<file path="src/rtl/ica_nonlin_acc.sv">
// FastICA cubic-nonlinearity accumulator: a 4-stage pipeline forms g(u)=u^3 and g'(u)=3u^2,
// sums x*g, y*g, z*g and g' over a 2^N_LOG-sample frame, and presents the frame means.
module ica_nonlin_acc #(
    parameter int N_LOG = 8
) (
    input  logic               clk,
    input  logic               reset,
    input  logic               start,
    input  logic               in_valid,
    output logic               in_ready,
    input  logic signed [31:0] u,
    input  logic signed [15:0] x,
    input  logic signed [15:0] y,
    input  logic signed [15:0] z,
    output logic signed [31:0] mean_xg,
    output logic signed [31:0] mean_yg,
    output logic signed [31:0] mean_zg,
    output logic signed [31:0] mean_gp,
    output logic               out_valid,
    output logic               busy
);
    localparam int PW = 32 + N_LOG;
    localparam int GW = 20 + N_LOG;

    typedef enum logic [1:0] {IDLE, ACC, DRAIN, DONE} state_t;
    state_t state_reg, state_next;

    logic [N_LOG-1:0]     cnt_reg;
    logic                 accept, clear, load_means;
    logic                 v1_reg, v2_reg, v3_reg;
    logic signed [15:0]   uq1_reg, uq2_reg, g3_reg;
    logic signed [17:0]   sq2_reg;
    logic signed [19:0]   gp3_reg, gp_next;
    logic signed [33:0]   u34, sq34, uq34, cube;
    logic signed [31:0]   uq_ext, sq_full;
    logic signed [15:0]   smp_in [3];
    logic signed [31:0]   mean_ch [3];
    logic signed [GW-1:0] accgp_reg, accgp_next;
    logic signed [31:0]   meangp_reg;

    function automatic logic signed [15:0] sat16(input logic signed [33:0] v);
        if (v > 34'sd32767)
            return 16'sh7fff;
        if (v < -34'sd32768)
            return 16'sh8000;
        return v[15:0];
    endfunction

    always_ff @(posedge clk or posedge reset) begin
        if (reset)
            state_reg <= IDLE;
        else
            state_reg <= state_next;
    end

    always_comb begin
        state_next = state_reg;
        in_ready   = 1'b0;
        busy       = 1'b0;
        out_valid  = 1'b0;
        clear      = 1'b0;
        load_means = 1'b0;
        case (state_reg)
            IDLE: begin
                if (start) begin
                    state_next = ACC;
                    clear      = 1'b1;
                end
            end
            ACC: begin
                in_ready = 1'b1;
                busy     = 1'b1;
                if (in_valid && (&cnt_reg))
                    state_next = DRAIN;
            end
            DRAIN: begin
                busy = 1'b1;
                // The last sample sits in S3 now; latch means from the sums including it.
                if (!v1_reg && !v2_reg) begin
                    state_next = DONE;
                    load_means = 1'b1;
                end
            end
            DONE: begin
                out_valid  = 1'b1;
                state_next = IDLE;
            end
            default: state_next = IDLE;
        endcase
    end

    assign accept = in_valid & in_ready;

    assign u34     = $signed({{2{u[31]}}, u});
    assign uq_ext  = $signed({{16{uq1_reg[15]}}, uq1_reg});
    assign sq_full = uq_ext * uq_ext;
    assign sq34    = $signed({{16{sq2_reg[17]}}, sq2_reg});
    assign uq34    = $signed({{18{uq2_reg[15]}}, uq2_reg});
    assign cube    = sq34 * uq34;
    assign gp_next = $signed({2'b00, sq2_reg}) * 20'sd3;

    always_ff @(posedge clk or posedge reset) begin
        if (reset) begin
            cnt_reg <= '0;
            v1_reg  <= 1'b0;
            v2_reg  <= 1'b0;
            v3_reg  <= 1'b0;
            uq1_reg <= '0;
            uq2_reg <= '0;
            sq2_reg <= '0;
            g3_reg  <= '0;
            gp3_reg <= '0;
        end else begin
            if (clear) begin
                cnt_reg <= '0;
                v1_reg  <= 1'b0;
                v2_reg  <= 1'b0;
                v3_reg  <= 1'b0;
            end else begin
                if (accept)
                    cnt_reg <= cnt_reg + N_LOG'(1);
                v1_reg <= accept;
                v2_reg <= v1_reg;
                v3_reg <= v2_reg;
            end
            uq1_reg <= sat16(u34 >>> 14);
            uq2_reg <= uq1_reg;
            // uq^2 is never negative, so the floor shift is simply the upper slice.
            sq2_reg <= sq_full[31:14];
            g3_reg  <= sat16(cube >>> 14);
            gp3_reg <= gp_next;
        end
    end

    assign smp_in[0] = x;
    assign smp_in[1] = y;
    assign smp_in[2] = z;

    genvar gi;
    generate
        for (gi = 0; gi < 3; gi++) begin : g_ch
            logic signed [15:0]   s1_reg, s2_reg, s3_reg;
            logic signed [31:0]   prod;
            logic signed [PW-1:0] acc_reg, acc_next;
            logic signed [31:0]   mean_reg;

            assign prod     = $signed({{16{s3_reg[15]}}, s3_reg}) * $signed({{16{g3_reg[15]}}, g3_reg});
            assign acc_next = v3_reg ? acc_reg + $signed({{N_LOG{prod[31]}}, prod}) : acc_reg;

            always_ff @(posedge clk or posedge reset) begin
                if (reset) begin
                    s1_reg   <= '0;
                    s2_reg   <= '0;
                    s3_reg   <= '0;
                    acc_reg  <= '0;
                    mean_reg <= '0;
                end else begin
                    s1_reg <= smp_in[gi];
                    s2_reg <= s1_reg;
                    s3_reg <= s2_reg;
                    if (clear)
                        acc_reg <= '0;
                    else
                        acc_reg <= acc_next;
                    // Dropping the low N_LOG bits is the floor divide; the result always fits 32 bits.
                    if (load_means)
                        mean_reg <= acc_next[PW-1:N_LOG];
                end
            end

            assign mean_ch[gi] = mean_reg;
        end
    endgenerate

    assign accgp_next = v3_reg ? accgp_reg + $signed({{N_LOG{gp3_reg[19]}}, gp3_reg}) : accgp_reg;

    always_ff @(posedge clk or posedge reset) begin
        if (reset) begin
            accgp_reg  <= '0;
            meangp_reg <= '0;
        end else begin
            if (clear)
                accgp_reg <= '0;
            else
                accgp_reg <= accgp_next;
            if (load_means)
                meangp_reg <= $signed({{12{accgp_next[GW-1]}}, accgp_next[GW-1:N_LOG]});
        end
    end

    assign mean_xg = mean_ch[0];
    assign mean_yg = mean_ch[1];
    assign mean_zg = mean_ch[2];
    assign mean_gp = meangp_reg;

endmodule

</file>
<file path="config.mk">
export PLATFORM = sky130hd
export DESIGN_NAME = ica_nonlin_acc
export DESIGN_NICKNAME = d
export VERILOG_FILES = /design/src/rtl/ica_nonlin_acc.sv
export SDC_FILE = /design/constraint.sdc
export NUM_CORES = 2
export LEC_CHECK = 0
export BUFFER_PORTS_ARGS = -buffer_cell sky130_fd_sc_hd__clkbuf_2
export CORE_MARGIN = 5
export CORE_UTILIZATION = 55
export DETAILED_ROUTE_END_ITERATION = 6
export PLACE_DENSITY_LB_ADDON = 0.2
export SETUP_SLACK_MARGIN = 0.2
export SKIP_LAST_GASP = 1
export SYNTH_ARGS = -nofsm -noshare
export SYNTH_HDL_FRONTEND = slang
export SYNTH_SLANG_ARGS = --single-unit
</file>
<file path="constraint.sdc">
create_clock -name clk -period 20.3 [get_ports clk]
set_clock_uncertainty 0.15 [all_clocks]
set_input_delay 1.015 -clock clk [delete_from_list [all_inputs] [get_ports clk]]
set_output_delay 1.015 -clock clk [all_outputs]
set_load 0.1 [all_outputs]
</file>
==> results.sh <==
export IMPL_synth_common_cells="1,566 x inv_1, 1,518 x fa_1, 853 x nand2_1, 568 x ha_1, 507 x dfrtp_1"
export IMPL_place_detailed_hpwl_mm=129.5
export IMPL_holdPathEnd="g_ch[2].s3_reg[4]"
export IMPL_slew_violations=0
export IMPL_ant_nets=0
export IMPL_drc=0
export IMPL_grt_util_all_layers_pct=24.99
export IMPL_async_reset_ff_share_pct=100.0
export IMPL_critPathLaunchType="flip-flop"
export IMPL_synth_xor_area_share_pct=2.703
export IMPL_yosysWarnings=0
export IMPL_rows=133
export IMPL_ys_seq_area_share_pct=17.33
export IMPL_synth_area_um2=73220
export IMPL_outcome="finished clean"
export IMPL_min_path_cells=0
export IMPL_coreArea_um2=132000
export IMPL_largest_reg_flops=120
export IMPL_synth_simple_area_share_pct=11.90
export IMPL_hold_path_class="flip-flop to flip-flop"
export IMPL_area_growth_pct=6.267
export IMPL_hold_start="g_ch[2].s2_reg[4]"
export IMPL_clock_path_buffers=3
export IMPL_synth_top_area_share_pct=41.51
export IMPL_grt_pass1_vias=53908
export IMPL_hold_buffers=0
export IMPL_cap_viol_max_count=0
export IMPL_vias_per_cell=5.330
export IMPL_nets=9515
export IMPL_cts_setup_buffers=0
export IMPL_routedWlPerCell_um=18.46
export IMPL_path_cells="buf_4 > nand2_1 > inv_1 > fa_1 > fa_1 > inv_1 > fa_1 > fa_1 > fa_1 > inv_1 > fa_1 > ha_1 > a21o_1 > a21o_1 > a2111oi_0 > o22ai_1 > a21oi_1 > o2111ai_1 > o211ai_1 > o21ai_0 > xnor2_1 > o21a_1 > a21oi_1"
export IMPL_numCtsBuffers=59
export IMPL_crit_arrival_ns=8.42
export IMPL_synthCells=7333
export IMPL_io_pins=215
export IMPL_syn_area_per_cell_um2=9.985
export IMPL_synthMuxAreaShare_pct=1.466
export IMPL_max_freq_mhz=125.4
export IMPL_cts_tree="done"
export IMPL_cp_end_kind="flip-flop"
export IMPL_grt_setup_unrepaired="no"
export IMPL_netlist_cell_type_count=80
export IMPL_fin_setup_tns_ns=0
export IMPL_port_buffers=200
export IMPL_grt_max_degree=159
export IMPL_critical_path_max_stage_delay_ns=0.87
export IMPL_slew_headroom_pct=34.83
export IMPL_post_route_min_period_ns=7.973
export IMPL_synth_edf_count=0
export IMPL_fin_hold_ws_ns=0.1706
export IMPL_antenna_found_initial=3
export IMPL_grt_remaining_overflow=0
export IMPL_path_common_cell="fa_1"
export IMPL_crit_type="flip-flop to flip-flop"
export IMPL_fin_crit_sh_pct=39.28
export IMPL_numClockSinks=507
export IMPL_h_tree_depth=2
export IMPL_synth_adder_area_share_pct=51.21
export IMPL_cpMaxStageDelayCell="fa_1"
export IMPL_ys_seq_elements=507
export IMPL_die_width_um=374.9
export IMPL_clk_transition_reported_paths_ns=0.06
export IMPL_finalHoldViolCount=0
export IMPL_setup_viol=0
export IMPL_synth_top_family_by_area="adder cells"
export IMPL_grt_pass1_wl_mm=282.8
export IMPL_drive_gt1_share_pct=5.368
export IMPL_vias=48770
export IMPL_synth_most_common_cell="inv_1"
export IMPL_worstMarginPinSlew_ns=0.9776
export IMPL_drt_iter0_drc=2531
export IMPL_cp_top_family="adder cells"
export IMPL_crit_buf_inv=4
export IMPL_ctsResizeCount=0
export IMPL_gp_congestion=0.8983
export IMPL_crit_fanout=48
export IMPL_start_util_pct=55.48
export IMPL_synth_compound_area_share_pct=5.786
export IMPL_rrSetupSlack_ns=12.33
export IMPL_clk_latency_ns=0.69
export IMPL_cts_root_buf="clkbuf_16"
export IMPL_dieHeight_um=374.9
export IMPL_synth_ff_type="dfrtp_1"
export IMPL_ys_top_cells_by_area="fa_1 42%, dfrtp_1 17%, ha_1 9.7%, inv_1 8.0%, nand2_1 4.4%"
export IMPL_crit_required_ns=20.75
export IMPL_insertedDiodeCount=0
export IMPL_r2r_end="mean_zg[31]"
export IMPL_yosys_area_top_type="fa_1"
export IMPL_syn_nets=9503
export IMPL_r2r_start="g3_reg[1]"
export IMPL_ff2ff_path_depth=23
export IMPL_drtPass1Iterations=6
export IMPL_wirelength_mm=168.9
export IMPL_die_area_um2=140500
==> kinds of logic (layout without fill, tap and decap cells) <==
logic type / after synthesis / after routing
compound gates: 679 / 679
xor+xnor: 226 / 226
fa+ha+maj: 2086 / 2086
buf+inv: 1856 / 1918
flops: 507 / 507
mux: 107 / 107
simple gates: 1872 / 1872
==> metal layers <==
metal | GRT usage, % | up-vias | part of all wire (%) | wire, um
li1 | - | 22010 | - | -
met1 | 34.24 | 25431 | 43 | 72620
met2 | 42.64 | 1097 | 49 | 83440
met3 | 3.302 | 232 | 5.2 | 8751
met4 | 6.142 | 0 | 2.4 | 4127
met5 | 0 | - | 0 | 0
==> worst max path at each step <==
stage,startpoint,to,slack [ns],cells past startpoint
6_report,g3_reg[1],mean_zg[31],12.33,23
5_1_grt,g3_reg[1],mean_zg[31],11.79,23
4_1_cts,g3_reg[1],mean_zg[31],12.33,23
3_5_place_dp,g3_reg[1],mean_zg[31],12.38,23
3_3_place_gp,g3_reg[1],mean_zg[31],12.55,23
2_1_floorplan,reset,accgp_reg[0],4.98,1
==> layout by cell type, fill, tap and decap left out, types with 11 or more instances in the layout <==
cell type     n
clkbuf_2    200
fa_1       1518
xnor2_1     168
nor2b_1      26
a21o_1       85
o21ai_0     189
o21a_1       21
and3_1       18
buf_4        39
and2_1      461
nand2b_1     74
nand3_1      33
clkbuf_16    61
nor2_1      333
mux2i_1     105
o21bai_1     29
nor3_1       18
dfrtp_1     497
a31oi_1      28
bufinv_16    11
nand2_1     852
a21oi_1     206
nand4_1      16
xor2_1       58
inv_1      1564
a211oi_1     18
ha_1        568
==> per-stage QoR <==
stage	std cells	area (um^2)	setup slack (ns)	util, %
detailed placement	9039	75610	12.38	57.30
global route	9150	77800	11.79	58.96
global placement	9039	75610	12.55	57.30
CTS	9150	77800	12.33	58.96
floorplan	7333	73220	4.977	-
finish	9150	77800	12.33	58.96
==> worst reg2reg max path, delay by kind of cell (launching register included) <==
| family | cells | cell delay, ns |
|---|---|---|
| adders and majority gates | 7 | 3.63 |
| AOI/OAI and AO/OA | 10 | 2.40 |
| buffers and inverters | 4 | 0.91 |
| DFF | 1 | 0.33 |
| and+or+nand+nor | 1 | 0.31 |
| xor gates and xnor gates | 1 | 0.16 |
==> area by class of cell <==
cell class | count | area, um^2
flip-flops and latches | 507 | 12700
fillers | 11307 | 54160
inverters | 1567 | 5891
multi-input cells | 4970 | 53510
well taps | 1755 | 2196
repair buffers | 240 | 1314
clock inverters | 34 | 516.7
clock buffers | 77 | 1677
Power is not shown: default switching activity piles up to over one toggle a cycle in this logic, so the estimate is an artifact.
